## src/rtl/fighter_pkg.sv

```systemverilog
// Shared fighter types: FSM states, action bit positions, facing codes, screen geometry.
// Pure declarations; no latency or flow control.
// No backpressure.
package fighter_pkg;

    typedef enum logic [2:0] {
        ST_IDLE,
        ST_WALK,
        ST_ATTACK,
        ST_SHIELD,
        ST_STUN,
        ST_KO
    } state_t;

    localparam int ACT_FACING = 6;
    localparam int ACT_STRIKE = 5;
    localparam int ACT_WIND   = 4;
    localparam int ACT_AIR    = 3;
    localparam int ACT_SHIELD = 2;
    localparam int ACT_WALK   = 1;
    localparam int ACT_STUN   = 0;

    localparam logic LEFT  = 1'b1;
    localparam logic RIGHT = 1'b0;

    localparam int SCREEN_X_MIN    = 144;
    localparam int SCREEN_X_MAX    = 656;
    localparam int GROUND_LINE     = 394;
    localparam int SPRITE_SIZE     = 128;
    localparam int SCREEN_GROUND_Y = GROUND_LINE - SPRITE_SIZE;

    localparam logic [3:0] ATK_LAST = 4'd11;

endpackage

```

## src/rtl/fighter_jump.sv

```systemverilog
// Vertical integrator: y position, signed velocity and airborne flag, stepped once per tick.
// Latency: registered, updates on the clock edge that samples tick.
// No backpressure; freeze holds all state.
module fighter_jump
    import fighter_pkg::*;
#(
    parameter int GROUND_Y = SCREEN_GROUND_Y,
    parameter int JUMP_V0  = 14,
    parameter int GRAVITY  = 1
) (
    input  logic       clk,
    input  logic       rst_l,
    input  logic       tick,
    input  logic       freeze,
    input  logic       start,
    output logic [9:0] y,
    output logic       airborne,
    output logic       air_nxt
);

    localparam logic signed [11:0] GY = 12'(GROUND_Y);

    logic signed [5:0]  vy, vy_n, v_use;
    logic signed [11:0] y_calc;
    logic [9:0]         y_n;

    always_comb begin
        y_n     = y;
        vy_n    = vy;
        air_nxt = airborne;
        v_use   = vy;
        y_calc  = '0;
        if (tick && !freeze) begin
            // Launch and first integration step happen on the same tick.
            if (start) begin
                air_nxt = 1'b1;
                v_use   = 6'(JUMP_V0);
            end
            if (air_nxt) begin
                y_calc = $signed({2'b00, y}) - $signed({{6{v_use[5]}}, v_use});
                vy_n   = v_use - 6'(GRAVITY);
                if (y_calc >= GY) begin
                    y_n     = 10'(GROUND_Y);
                    vy_n    = '0;
                    air_nxt = 1'b0;
                end else begin
                    y_n = y_calc[9:0];
                end
            end
        end
    end

    always_ff @(posedge clk or negedge rst_l) begin
        if (!rst_l) begin
            y        <= 10'(GROUND_Y);
            vy       <= '0;
            airborne <= 1'b0;
        end else begin
            y        <= y_n;
            vy       <= vy_n;
            airborne <= air_nxt;
        end
    end

endmodule

```

## src/rtl/fighter_ctrl.sv

```systemverilog
// Per-player game-state engine; optional shield regen under FIGHTER_SHIELD_REGEN_EN.
// Latency: outputs registered, change one cycle after frame_tick, held otherwise.
// No backpressure; game_over or KO freezes every register.
module fighter_ctrl
    import fighter_pkg::*;
#(
    parameter int PLAYER_NUM          = 1,
    parameter int START_X             = 200,
    parameter int GROUND_Y            = SCREEN_GROUND_Y,
    parameter int X_MIN               = SCREEN_X_MIN,
    parameter int X_MAX               = SCREEN_X_MAX,
    parameter int WALK_STEP           = 3,
    parameter int JUMP_V0             = 14,
    parameter int GRAVITY             = 1,
    parameter int STUN_FRAMES         = 8,
    parameter int SHIELD_REGEN_FRAMES = 60
) (
    input  logic       clk,
    input  logic       rst_l,
    input  logic       frame_tick,
    input  logic       btn_left,
    input  logic       btn_right,
    input  logic       btn_jump,
    input  logic       btn_attack,
    input  logic       btn_shield,
    input  logic [9:0] opp_x,
    input  logic       opp_hit,
    input  logic       game_over,
    output logic [9:0] x,
    output logic [9:0] y,
    output logic [3:0] health,
    output logic [3:0] shield,
    output logic [6:0] action,
    output logic       attack_grant,
    output logic       ko
);

    if (STUN_FRAMES < 1 || STUN_FRAMES > 16 || SHIELD_REGEN_FRAMES < 1) begin : g_bad_cfg
        $error("fighter_ctrl: frame-count parameter out of range");
    end

    localparam logic              RESET_FACING = (PLAYER_NUM == 2) ? LEFT : RIGHT;
    localparam logic signed [10:0] XMIN_S      = 11'(X_MIN);
    localparam logic signed [10:0] XMAX_S      = 11'(X_MAX);

    state_t             state, st_n;
    logic [3:0]         cnt, cnt_n, health_n, shield_n;
    logic [9:0]         x_n;
    logic               facing, facing_n, hit_prev, atk_prev;
    logic [6:0]         action_n;
    logic               grant_n;
    logic               en, hit_edge, atk_edge, blocked, start, airborne, air_nxt, can_act;
    logic signed [10:0] step, x_calc;

`ifdef FIGHTER_SHIELD_REGEN_EN
    localparam int                 REGEN_W    = $clog2(SHIELD_REGEN_FRAMES + 1);
    localparam logic [REGEN_W-1:0] REGEN_LAST = REGEN_W'(SHIELD_REGEN_FRAMES - 1);
    logic [REGEN_W-1:0] regen, regen_n;
`endif

    assign en       = frame_tick && !game_over && (state != ST_KO);
    assign hit_edge = opp_hit && !hit_prev;
    assign atk_edge = btn_attack && !atk_prev;
    assign blocked  = hit_edge && (state == ST_SHIELD) && (shield != 4'd0);
    assign can_act  = (state == ST_IDLE || state == ST_WALK || state == ST_SHIELD)
                      && !(hit_edge && !blocked);

    always_comb begin
        st_n     = state;
        cnt_n    = cnt;
        health_n = health;
        shield_n = shield;
        facing_n = facing;
        start    = 1'b0;
        step     = '0;
        x_calc   = '0;
        x_n      = x;
`ifdef FIGHTER_SHIELD_REGEN_EN
        regen_n  = regen;
`endif
        if (en) begin
            if (blocked) begin
                shield_n = shield - 4'd1;
            end else if (hit_edge) begin
                health_n = (health == 4'd0) ? 4'd0 : health - 4'd1;
                st_n     = (health_n == 4'd0) ? ST_KO : ST_STUN;
                cnt_n    = 4'(STUN_FRAMES - 1);
            end else if (state == ST_STUN) begin
                if (cnt == 4'd0) st_n = ST_IDLE;
                else             cnt_n = cnt - 4'd1;
            end else if (state == ST_ATTACK) begin
                if (cnt == ATK_LAST) st_n = ST_IDLE;
                else                 cnt_n = cnt + 4'd1;
            end

            // A running attack or stun ignores buttons until it finishes.
            if (can_act) begin
                if (btn_shield && !airborne) begin
                    st_n = ST_SHIELD;
                end else if (atk_edge) begin
                    st_n  = ST_ATTACK;
                    cnt_n = '0;
                end else if (btn_left ^ btn_right) begin
                    st_n = ST_WALK;
                    step = btn_right ? 11'(WALK_STEP) : -11'(WALK_STEP);
                end else begin
                    st_n = ST_IDLE;
                end
                start = btn_jump && !airborne && (st_n == ST_IDLE || st_n == ST_WALK);
            end

            x_calc = $signed({1'b0, x}) + step;
            if (x_calc < XMIN_S)      x_n = 10'(X_MIN);
            else if (x_calc > XMAX_S) x_n = 10'(X_MAX);
            else                      x_n = x_calc[9:0];

            if (!air_nxt && st_n != ST_ATTACK) begin
                if (opp_x < x_n)      facing_n = LEFT;
                else if (opp_x > x_n) facing_n = RIGHT;
            end

`ifdef FIGHTER_SHIELD_REGEN_EN
            if (blocked) begin
                regen_n = '0;
            end else if (state != ST_SHIELD && state != ST_STUN) begin
                if (regen == REGEN_LAST) begin
                    regen_n = '0;
                    if (shield != 4'hF) shield_n = shield + 4'd1;
                end else begin
                    regen_n = regen + 1'b1;
                end
            end
`endif
        end

        grant_n              = (st_n == ST_ATTACK) && (cnt_n[3:2] == 2'b01);
        action_n             = '0;
        action_n[ACT_FACING] = facing_n;
        action_n[ACT_STRIKE] = grant_n;
        action_n[ACT_WIND]   = (st_n == ST_ATTACK) && !grant_n;
        action_n[ACT_AIR]    = air_nxt;
        action_n[ACT_SHIELD] = (st_n == ST_SHIELD);
        action_n[ACT_WALK]   = (st_n == ST_WALK);
        action_n[ACT_STUN]   = (st_n == ST_STUN);
    end

    always_ff @(posedge clk or negedge rst_l) begin
        if (!rst_l) begin
            state        <= ST_IDLE;
            cnt          <= '0;
            x            <= 10'(START_X);
            health       <= 4'hF;
            shield       <= 4'hF;
            facing       <= RESET_FACING;
            hit_prev     <= 1'b0;
            atk_prev     <= 1'b0;
            action       <= {RESET_FACING, 6'b0};
            attack_grant <= 1'b0;
            ko           <= 1'b0;
        end else if (en) begin
            state        <= st_n;
            cnt          <= cnt_n;
            x            <= x_n;
            health       <= health_n;
            shield       <= shield_n;
            facing       <= facing_n;
            hit_prev     <= opp_hit;
            atk_prev     <= btn_attack;
            action       <= action_n;
            attack_grant <= grant_n;
            ko           <= (st_n == ST_KO);
        end
    end

`ifdef FIGHTER_SHIELD_REGEN_EN
    always_ff @(posedge clk or negedge rst_l) begin
        if (!rst_l) regen <= '0;
        else if (en) regen <= regen_n;
    end
`endif

    fighter_jump #(
        .GROUND_Y (GROUND_Y),
        .JUMP_V0  (JUMP_V0),
        .GRAVITY  (GRAVITY)
    ) u_jump (
        .clk      (clk),
        .rst_l    (rst_l),
        .tick     (en),
        .freeze   (st_n == ST_KO),
        .start    (start),
        .y        (y),
        .airborne (airborne),
        .air_nxt  (air_nxt)
    );

endmodule

```

## config.mk

```make
export PLATFORM = sky130hd
export DESIGN_NAME = fighter_ctrl
export DESIGN_NICKNAME = d
export VERILOG_FILES = /design/src/rtl/fighter_pkg.sv /design/src/rtl/fighter_jump.sv /design/src/rtl/fighter_ctrl.sv
export SDC_FILE = /design/constraint.sdc
export NUM_CORES = 1
export LEC_CHECK = 0
export CAP_MARGIN = 40
export CORE_AREA = 2 2 90 92
export CTS_BUF_LIST = sky130_fd_sc_hd__clkbuf_4 sky130_fd_sc_hd__clkbuf_8
export CTS_CLUSTER_DIAMETER = 50
export DETAILED_ROUTE_END_ITERATION = 8
export DIE_AREA = 0 0 92 94
export PLACE_DENSITY = 0.89
export SYNTH_ARGS = -nofsm -noshare
export SYNTH_HDL_FRONTEND = slang
export SYNTH_SLANG_ARGS = --single-unit
```

## constraint.sdc

```tcl
create_clock -name clk -period 6.48 [get_ports clk]
set_input_delay 1.296 -clock clk [delete_from_list [all_inputs] [get_ports clk]]
set_output_delay 1.296 -clock clk [all_outputs]
set_load 0.05 [all_outputs]
```

# == Yosys cells after proc, flatten, opt, wreduce, memory -nomap -nowiden ==
# Cells that the tools add are included.
# classes
add_sub_neg,7
order_cmp,5
n_eq_ne,14
mux,49
bitwise,2
reduce_logical,36
# ops
op,count
$mux 11,6
$mux 4,11
$mux 10,4
$mux 3,11
$mux 6,3
$logic_and 1x1->1,15
$eq 3x2->1 const B,4
$ge 12x10->1 const B,1
$logic_not 4->1,3
$mux 1,12
$sub 11x6->12,1
$sub 4x1->4 const B,3
$add 11x11->11,1
$gt 11x11->1 const B,1
$lt 11x9->1 const B,1
$gt 10x10->1,1
$lt 10x10->1,1
$eq 3x1->1 const B,3
$eq 3x3->1 const B,3
$logic_not 1->1,9
$logic_not 3->1,2
$sub 6x2->6 const B,1
$add 4x1->4 const B,1
$eq 4x4->1 const B,1
10 further kinds,14
# word_totals
reg_bits,54
in_bits,20
output_inout_bits,37

# == Depth between registers and ports, before layout ==
# Gate-level depths: netlist (run 1).
# depth
depth_word,25
depth_mapped,27

# == By module ==
# A second synthesis (run 1) with hierarchy kept.
# hier_totals
cells_unflattened,496
hier_area_um2,4275.4
# modules_own_cells
module,instances,cells_each,area_per_inst_um2
fighter_ctrl,1,329,2777.7
fighter_jump,1,167,1497.7

# == Worst setup path before layout (run 1) ==
# No wires, ideal clock.
# synth_timing
path_type,in2reg
startpoint,input opp_hit
endpoint,register action[6]
arrival_ps,5249
required_ps,6413
slack_ps,1164
stages,26
n_path_buf,4
path_cell_list,nor2b_4 > buf_6 > nor3_2 > or2_1 > buf_2 > nand2_1 > nor2_1 > ha_1 > fa_1 > clkbuf_1 > and3_1 > nand3_1 > and3_1 > o211ai_1 > o32a_1 > and3_4 > buf_6 > nand2_1 > ha_1 > nor2b_1 > o21a_1 > o21a_1 > o21ai_0 > a21oi_1 > o21bai_1 > a32o_1
# synth_via
elab_chain_cells,19
elab_cells_between_ends,42
# synth_rtl
element,line_no,text
from (decl),fighter_ctrl.sv:27,"input logic opp_hit,"
$logic_and 1x1->1 *,fighter_ctrl.sv:62,assign hit_edge = opp_hit && !hit_prev;
branches (longest 17 deep; another with $add 11x11->11),--,
$mux 1 *,fighter_ctrl.sv:117,if (!air_nxt && st_n != ST_ATTACK) begin
to (signal assigned),fighter_ctrl.sv:157,"action <= {RESET_FACING, 6'b0};"
to (signal assigned),fighter_ctrl.sv:169,action <= action_n;
to (decl),fighter_ctrl.sv:33,"output logic [6:0] action,"
# Every way passes the cells marked *. The select of a mux whose other input is x is not followed.
# A chain may end at the register's enable or synchronous reset.

# == Worst setup path in the final report (run 1) ==
# Ends and elaborated chain as after synthesis.

==> out/qor.txt, run 1 <==
status: complete, no violations
die area: 8650 sq um
Clock Sinks: 52
global-route wire length before repair: 17.2 mm
Main synth FF type: dfrtp_1
R2R depth: 24
# diodes: 0
flop2flop setup slack: 1.28 ns
Worst Path Class, Setup: in2reg
routed vias: 3969
CTS root buf: clkbuf_8
clock skew: 0.00776 ns
mapped cell area: 4160 sq um
worst skew pair latency: 0.31 ns
Post-synth EDFFs: 0
dominant cell type by area after synthesis: dfrtp_1
reg2reg start: shield[0]$_DFFE_PN1P_
row count: 32
routed len/inst: 16.3 um
post-synth net total: 545
area growth from synthesis to layout: 17.5%
reg2reg end: action[6]$_DFFE_PN0P_
fin area: 4890 sq um
FMAX: 0.169 GHz
Setup Fix Bufs, Post-CTS: 0
Synth Warn #: 0
Register Area: 1320 sq um
cells resized by post-CTS repair: 0
layout cells sized above 1: 0.0906
final hold viol count: 0
Finished Core Util: 0.643
HPWL Detailed: 7.84 mm
CTS clk-pin slew, worst paths: 0.10 ns
Critical Path RT: 6.73 ns
first drt pass iteration count: 5
Rel. slew slack: 0.557
IO buf count: 56
die height: 94 um
Initial DRC Count: 361
post-synthesis cell type count: 80
total congestion overflow: 0
Hold Startpoint: u_jump.y[3]$_DFFE_PN1P_
footprint of the multi-input gates: 2640 sq um
share of the synthesized area in the top cell type: 0.228
syn_area_per_cell: 8.43 sq um
filler cell count: 625
max_cap viols: 0
synth cell count leaders: nand2_1, dfrtp_1, nor2_1
CP Buf/Inv Count: 1
total core area: 7610 sq um
minimum clock period: 5.93 ns
Seq cells post-synth: 52
fin crit share: 0.916
# setup viols final: 0
Post-Route WL: 10.5 mm
Seq/Total Area, Yosys: 0.317
hold path cells: 2
DR vias/cell: 6.17
fin nets: 591
Tightest Pin Transition: 0.665 ns
Worst Hold Class: reg2reg
total track usage: 0.245
Post-DRT Antenna Nets: 0
P per Cell Area: 527 nW/um^2
Slowest cell on crit path: fa_1
number of global-route vias before repair: 3763
IO Pins: 57
Worst Hold Path EP: u_jump.y[3]$_DFFE_PN1P_
peak supply drop: 0.452 mV
Num CTS Buffers: 5
CP endpoint kind: flop
Largest delay share family, worst path: simple AND/OR/NAND/NOR gates
initial antenna violation count: 0
starting density of the core: 0.547
CP max stage delay: 0.56 ns
Tot Pwr: 2.58 mW
gpl congestion: 0.945
H-tree levels: 2
Max Root-Sink Buffers: 2
Synth Instances: 494
Async S/R FF share, synth: 1.00
arrival time at the worst endpoint: 6.18 ns
hold_buf cts: 0
CTS tree: built
CP max FO: 13
Cell Chain, Critical Path: clkdlybuf4s50_1, nor2b_4, nor3_2, or2_1, nand2_1, nor2_1, ha_1, fa_1, or3_1, mux2i_1, xnor2_1, or2b_1, o32a_1, and3_4, nand2_1, ha_1, nor2b_1, o21a_1, o21a_1, o21ai_0, a21oi_1, o21bai_1, a32o_1
largest net degree at the start of global routing: 53
largest cells by area after synthesis: dfrtp_1, dfstp_2, ha_1
placed cell area: 4770 sq um
chip width: 92 um
RSZ-0062 raised after global routing: false
Post-route DRC: 0
Final Max Tran Viols: 0
count leader, synth: nand2_1
P_leak: 2.08 nW
TNS Setup: 0 ns
CP Launch Type: input port
==> registers in the layout, summed over array words and instances (netlist names) <==
| signal | count |
|---|---|
| health | 4 |
| ko | 1 |
| shield | 4 |
| action | 7 |
| u_jump.airborne | 1 |
| atk_prev | 1 |
| u_jump.vy | 6 |
| state | 3 |
| hit_prev | 1 |
| x | 10 |
| u_jump.y | 10 |
| cnt | 4 |
==> metal layers <==
layer	vias to the layer above	track usage	share of wire
li1	1879	-	-
met1	1887	0.305	0.41
met2	171	0.436	0.49
met3	32	0.0321	0.066
met4	0	0.0908	0.031
met5	-	0	0
==> worst max path at each step <==
stage / startpoint / endpoint / slack [ns] / depth (start not counted)
CTS: opp_hit / action[6]$_DFFE_PN0P_ / 0.56 / 23
finish: opp_hit / action[6]$_DFFE_PN0P_ / 0.55 / 23
detailed placement: opp_hit / action[6]$_DFFE_PN0P_ / 0.26 / 23
floorplan: opp_hit / action[6]$_DFFE_PN0P_ / 1.16 / 26
global placement: opp_hit / action[6]$_DFFE_PN0P_ / 0.51 / 23
global route: opp_hit / action[6]$_DFFE_PN0P_ / 0.19 / 23
==> worst register-to-register path, delay by kind of cell (launching register included) <==
kind / cells / cell delay [ns]
AO/OA/AOI/OAI: 7 / 1.11
XOR/XNOR: 1 / 0.18
adder cells (fa/ha/maj): 4 / 1.17
buffers and inverters: 1 / 0.06
flip-flops: 1 / 0.41
multiplexers: 1 / 0.18
AND/OR/NAND/NOR: 10 / 2.04
==> kinds of logic after synthesis <==
family          share of synthesized area
mux                                0.0132
xor+xnor                           0.0376
simple gates                        0.258
flops                               0.317
buf+inv                            0.0502
compound gates                      0.228
fa+ha+maj                          0.0968
==> area by class of cell <==
type / count / share of cell area
multi-input cells: 396 / 0.539
flip-flops and latches: 52 / 0.270
repair buffers: 62 / 0.123
well taps: 102 / 0.0261
inverters: 23 / 0.0177
clock buffers: 6 / 0.0169
clock inverters: 2 / 0.00793
==> per-stage QoR <==
| stage | setup WS (ns) | cells | hold WS, ns |
|---|---|---|---|
| after global routing | 0.193 | 643 | 0.508 |
| after floorplan | 1.16 | 494 | 0.456 |
| after CTS | 0.560 | 643 | 0.482 |
| final | 0.546 | 643 | 0.482 |
| after global placement | 0.512 | 634 | 0.457 |
| after detailed placement | 0.264 | 635 | 0.466 |
==> power by group <==
group,switching [mW],internal [mW]
clock network,0.114,0.127
registers,0.202,0.472
logic,1.03,0.632
total,1.35,1.23
==> placed cells by master, fill, tap and decap left out, types with 17 or more instances in the layout <==
| master | instances |
|---|---|
| a21oi_1 | 22 |
| clkdlybuf4s50_1 | 55 |
| dfrtp_1 | 38 |
| ha_1 | 29 |
| inv_1 | 23 |
| nand2_1 | 66 |
| nand3_1 | 17 |
| nor2_1 | 36 |
| o21ai_0 | 29 |
Note: power is estimated with default switching activity, not from simulation.
==> run 2, diff against run 1 <==
--- a/config.mk
+++ b/config.mk
@@ -6,12 +6,14 @@
 export NUM_CORES = 1
 export LEC_CHECK = 0
 export CAP_MARGIN = 40
-export CORE_AREA = 2 2 90 92
+export CORE_AREA = 2 2 81 103
 export CTS_BUF_LIST = sky130_fd_sc_hd__clkbuf_4 sky130_fd_sc_hd__clkbuf_8
 export CTS_CLUSTER_DIAMETER = 50
 export DETAILED_ROUTE_END_ITERATION = 8
-export DIE_AREA = 0 0 92 94
-export PLACE_DENSITY = 0.89
+export DIE_AREA = 0 0 83 105
+export MAX_ROUTING_LAYER = met4
+export PLACE_DENSITY = 0.88
+export SETUP_SLACK_MARGIN = 0.02
 export SYNTH_ARGS = -nofsm -noshare
 export SYNTH_HDL_FRONTEND = slang
 export SYNTH_SLANG_ARGS = --single-unit
==> run 2 against run 1 <==
  * Wire length fell by 2.2%
  * Die area rose by 0.77%
  * Non-clock buffer count fell by 1
  * Core utilization fell by 1.2 points
  * First-iteration DRC count fell by 15%
  * Combinational power barely moved
  * Register-to-register slack got worse by 0.04 ns
  * Worst hold slack improved by 0.0030 ns
  * Critical endpoint unchanged
==> out/qor.txt, run 2 (same netlist as run 1, synthesis figures left out) <==
status: complete, no violations
FMAX: 0.168 GHz (-0.48%)
area growth from synthesis to layout: 16.6%
die height: 105 um (+12%)
gpl congestion: 0.917 (-3.0%)
number of global-route vias before repair: 3853 (+2.4%)
chip width: 83 um (-9.8%)
CP endpoint kind: flop
most frequent cells in the layout: nand2_1, clkdlybuf4s50_1, dfrtp_1
biggest regs: u_jump.y x10, x x10, action x7
reg2reg end: action[6]$_DFFE_PN0P_
H-tree levels: 2 (unchanged)
routed len/inst: 16.2 um (-0.96%)
Worst Path Class, Setup: in2reg
Clock Sinks: 52 (unchanged)
largest net degree at the start of global routing: 53 (unchanged)
fin nets: 590 (-0.17%)
CTS root buf: clkbuf_8
Setup Fix Bufs, Post-CTS: 0 (unchanged)
Max Root-Sink Buffers: 2 (unchanged)
DP Cell Count: 627 (-1.3%)
P_leak: 2.07 nW (-0.77%)
Initial DRC Count: 307 (-15%)
layout cells sized above 1: 0.0889 (-0.00168)
CTS clk-pin slew, worst paths: 0.10 ns (about the same)
Critical Path RT: 6.75 ns (+0.02 ns)
Hold Startpoint: u_jump.y[3]$_DFFE_PN1P_
max_cap viols: 0 (unchanged)
CTS tree: built
Rel. slew slack: 0.548 (-0.00904)
RSZ-0062 raised after global routing: false
total track usage: 0.249 (+0.00389)
HPWL Detailed: 7.73 mm (-1.3%)
peak supply drop: 0.457 mV (+1.2%)
Post-Route WL: 10.3 mm (-2.2%)
Tightest Pin Transition: 0.678 ns (+0.0136 ns)
Finished Core Util: 0.630 (-0.0125)
fin area: 4850 sq um (-0.72%)
clock skew: 0.0167 ns (+0.00889 ns)
IO buf count: 56 (unchanged)
cells resized by post-CTS repair: 0 (unchanged)
Num CTS Buffers: 5 (unchanged)
arrival time at the worst endpoint: 6.23 ns (+0.05 ns)
first drt pass iteration count: 5 (unchanged)
R2R depth: 24 (unchanged)
DR vias/cell: 6.15 (-0.35%)
die area: 8720 sq um (+0.77%)
Worst Hold Class: reg2reg
Post-route DRC: 0 (unchanged)
Worst Hold Path EP: u_jump.y[3]$_DFFE_PN1P_
final hold viol count: 0 (unchanged)
hold_buf cts: 0 (unchanged)
hold path cells: 2 (unchanged)
Hold WS: 0.485 ns (+0.00302 ns)
flop2flop setup slack: 1.24 ns (-0.04 ns)
# setup viols final: 0 (unchanged)
TNS Setup: 0 ns (unchanged)
minimum clock period: 5.96 ns (+0.0287 ns)
total congestion overflow: 0 (unchanged)
global-route wire length before repair: 17.6 mm (+2.2%)
final cell count without fillers: 635 (-1.2%)
reg2reg start: shield[0]$_DFFE_PN1P_
most common cell after layout, fill and taps aside: nand2_1
filler cell count: 650 (+4.0%)
row count: 36 (+13%)
Place WS: 0.248 ns (-0.0165 ns)
CP Launch Type: input port
setup ws final: 0.517 ns (-0.0287 ns)
placed cell area: 4760 sq um (-0.26%)
IO Pins: 57 (unchanged)
# diodes: 0 (unchanged)
routed vias: 3906 (-1.6%)
Final Max Tran Viols: 0 (unchanged)
CP max FO: 13 (unchanged)
total core area: 7700 sq um (+1.2%)
initial antenna violation count: 0 (unchanged)
Post-DRT Antenna Nets: 0 (unchanged)
starting density of the core: 0.540 (-0.00676)
fin crit share: 0.920 (+0.00443)
P per Cell Area: 520 nW/um^2 (-1.4%)
worst skew pair latency: 0.33 ns (+0.02 ns)
Tot Pwr: 2.52 mW (-2.1%)
## run 2: report_power, final
group | switching, mW | internal, mW | total [mW]
sequential | 0.201 | 0.472 | 0.672
combinational | 1.02 | 0.626 | 1.64
clock | 0.116 | 0.0921 | 0.208
total | 1.33 | 1.19 | 2.52
## run 2: how the worst max path moves through the flow
stage                       start               endpoint  slack (ns)  cells past startpoint
after global routing      opp_hit  action[6]$_DFFE_PN0P_        0.13                     23
after CTS                 opp_hit  action[6]$_DFFE_PN0P_        0.57                     23
final                     opp_hit  action[6]$_DFFE_PN0P_        0.52                     23
after detailed placement  opp_hit  action[6]$_DFFE_PN0P_        0.25                     23
after floorplan           opp_hit  action[6]$_DFFE_PN0P_        1.16                     26
after global placement    opp_hit  action[6]$_DFFE_PN0P_        0.38                     23
## run 2: area by class of cell
type | count | area [sq um] | area share
clock buffer | 7 | 90.1 | 0.0186
clock inverter | 1 | 8.76 | 0.00180
inverter | 23 | 86.3 | 0.0178
multi-input combinational | 396 | 2640 | 0.543
sequential | 52 | 1320 | 0.272
tap | 95 | 119 | 0.0245
timing repair buffer | 61 | 597 | 0.123
## run 2: routing by layer
layer  routed length (um)  GRT usage  vias up
li1                     -          -     1876
met1                 4130      0.276     1883
met2                 5420      0.442      120
met3                  463     0.0482       27
met4                  250     0.0925        0
met5                    0          -        -
## run 2: worst max-delay path: stages
cell	delay, ns
clkdlybuf4s50_1	0.50
nor2b_4	0.25
nor3_2	0.10
or2_1	0.35
nand2_1	0.12
nor2_1	0.05
ha_1	0.21
fa_1	0.56
or3_1	0.46
mux2i_1	0.18
xnor2_1	0.21
or2b_1	0.26
o32a_1	0.15
and3_4	0.21
nand2_1	0.10
ha_1	0.24
nor2b_1	0.14
o21a_1	0.16
o21a_1	0.16
o21ai_0	0.14
a21oi_1	0.08
o21bai_1	0.13
a32o_1	0.17
==> run 3, diff against run 2 <==
--- a/config.mk
+++ b/config.mk
@@ -5,7 +5,7 @@
 export SDC_FILE = /design/constraint.sdc
 export NUM_CORES = 1
 export LEC_CHECK = 0
-export CAP_MARGIN = 40
+export CAP_MARGIN = 20
 export CORE_AREA = 2 2 81 103
 export CTS_BUF_LIST = sky130_fd_sc_hd__clkbuf_4 sky130_fd_sc_hd__clkbuf_8
 export CTS_CLUSTER_DIAMETER = 50
@@ -14,6 +14,7 @@
 export MAX_ROUTING_LAYER = met4
 export PLACE_DENSITY = 0.88
 export SETUP_SLACK_MARGIN = 0.02
+export SLEW_MARGIN = 20
 export SYNTH_ARGS = -nofsm -noshare
 export SYNTH_HDL_FRONTEND = slang
 export SYNTH_SLANG_ARGS = --single-unit
==> run 3 against run 2 <==
  * Register-to-register slack got worse by 0.02 ns
  * Cell area decreased by 0.59%
  * Combinational power about the same
  * Critical endpoint unchanged
==> out/qor.txt, run 3 (same netlist as run 1, synthesis figures left out) <==
status: complete, no violations
gpl congestion: 0.917 (unchanged)
starting density of the core: 0.540 (unchanged)
largest net degree at the start of global routing: 53 (unchanged)
initial antenna violation count: 0 (unchanged)
CTS clk-pin slew, worst paths: 0.10 ns (about the same)
worst skew pair latency: 0.32 ns (about the same)
Post-route DRC: 0 (unchanged)
CTS tree: built
most frequent cells in the layout: nand2_1, clkdlybuf4s50_1, dfrtp_1
minimum clock period: 5.95 ns (-0.0144 ns)
Clock Sinks: 52 (unchanged)
CTS root buf: clkbuf_8
first drt pass iteration count: 5 (unchanged)
IO buf count: 56 (unchanged)
Rel. slew slack: 0.282 (-0.266)
Hold WS: 0.483 ns (-0.00124 ns)
Post-DRT Antenna Nets: 0 (unchanged)
CP max FO: 13 (unchanged)
total congestion overflow: 0 (unchanged)
fin nets: 588 (-0.34%)
DR vias/cell: 6.13 (-0.38%)
die height: 105 um (unchanged)
Final Max Tran Viols: 0 (unchanged)
Max Root-Sink Buffers: 2 (unchanged)
Critical Path RT: 6.74 ns (about the same)
HPWL Detailed: 7.77 mm (+0.51%)
final hold viol count: 0 (unchanged)
cells resized by post-CTS repair: 0 (unchanged)
max_cap viols: 0 (unchanged)
clock skew: 0.0108 ns (-0.00587 ns)
Initial DRC Count: 280 (-8.8%)
area growth from synthesis to layout: 15.9%
Post-Route WL: 10.3 mm (+0.22%)
die area: 8720 sq um (unchanged)
total track usage: 0.251 (+0.00154)
biggest regs: u_jump.y x10, x x10, action x7
fin crit share: 0.918 (-0.00222)
IO Pins: 57 (unchanged)
P_leak: 2.05 nW (-0.78%)
peak supply drop: 0.512 mV (+12%)
routed vias: 3879 (-0.69%)
routed len/inst: 16.3 um (+0.54%)
FMAX: 0.168 GHz (+0.24%)
Worst Hold Class: reg2reg
chip width: 83 um (unchanged)
# diodes: 0 (unchanged)
layout cells sized above 1: 0.0855 (-0.00339)
Setup Fix Bufs, Post-CTS: 0 (unchanged)
hold_buf cts: 0 (unchanged)
CP endpoint kind: flop
filler cell count: 663 (+2.0%)
# setup viols final: 0 (unchanged)
number of global-route vias before repair: 3819 (-0.88%)
Worst Path Class, Setup: in2reg
RSZ-0062 raised after global routing: false
TNS Setup: 0 ns (unchanged)
most common cell after layout, fill and taps aside: nand2_1
global-route wire length before repair: 17.7 mm (+0.27%)
total core area: 7700 sq um (unchanged)
Tightest Pin Transition: 1.08 ns (+0.399 ns)
P per Cell Area: 521 nW/um^2 (+0.10%)
arrival time at the worst endpoint: 6.21 ns (-0.02 ns)
CP Launch Type: input port
H-tree levels: 2 (unchanged)
row count: 36 (unchanged)
Num CTS Buffers: 5 (unchanged)
==> run 3: path summary, 6_finish.rpt <==
path                       slack (ns)  cells after the start                       to                     from
max in group asynchronous        4.94                      2         x[1]$_DFFE_PN0P_                    rst_l
min reg2reg                      0.48                      2  u_jump.y[3]$_DFFE_PN1P_  u_jump.y[3]$_DFFE_PN1P_
max                              0.53                     23    action[6]$_DFFE_PN0P_                  opp_hit
min in group asynchronous        1.07                      2    action[3]$_DFFE_PN0P_                    rst_l
min                              0.48                      2  u_jump.y[3]$_DFFE_PN1P_  u_jump.y[3]$_DFFE_PN1P_
max reg2reg                      1.22                     24    action[6]$_DFFE_PN0P_    shield[0]$_DFFE_PN1P_
==> run 3: report_power, final <==
group / internal, mW / switching, mW
clock: 0.0800 / 0.115
sequential: 0.472 / 0.201
combinational: 0.624 / 1.02
total: 1.18 / 1.34
==> run 3: final cells by class <==
class                      instances  area, sq um  share of cell area
timing repair buffer              59          578               0.120
clock buffer                       6         76.3              0.0158
clock inverter                     2         12.5             0.00259
tap                               95          119              0.0246
sequential                        52         1320               0.273
multi-input combinational        396         2640               0.546
inverter                          23         86.3              0.0179
==> run 3: metal layers <==
layer | vias to the layer above | GRT usage | part of all wire
li1 | 1871 | - | -
met1 | 1862 | 0.282 | 0.40
met2 | 122 | 0.448 | 0.53
met3 | 24 | 0.0411 | 0.045
met4 | 0 | 0.0890 | 0.025
met5 | - | - | 0
==> run 3: worst max-delay path, stage by stage <==
cell,delay (ns)
clkdlybuf4s50_1,0.50
nor2b_4,0.25
nor3_2,0.10
or2_1,0.34
nand2_1,0.12
nor2_1,0.05
ha_1,0.21
fa_1,0.56
or3_1,0.45
mux2i_1,0.18
xnor2_1,0.19
or2b_1,0.25
o32a_1,0.15
and3_4,0.21
nand2_1,0.10
ha_1,0.25
nor2b_1,0.13
o21a_1,0.17
o21a_1,0.16
o21ai_0,0.14
a21oi_1,0.09
o21bai_1,0.13
a32o_1,0.17
==> run 3: through the flow <==
| step | power [mW] | cells | setup slack [ns] | util | instance area (sq um) |
|---|---|---|---|---|---|
| floorplan | 1.90 | 494 | 1.16 | - | 4160 |
| global placement | 2.25 | 625 | 0.379 | 0.615 | 4740 |
| detailed placement | 2.30 | 625 | 0.240 | 0.615 | 4740 |
| CTS | 2.51 | 633 | 0.542 | 0.627 | 4830 |
| global route | 2.71 | 633 | 0.201 | 0.627 | 4830 |
| finish | 2.51 | 633 | 0.532 | 0.627 | 4830 |
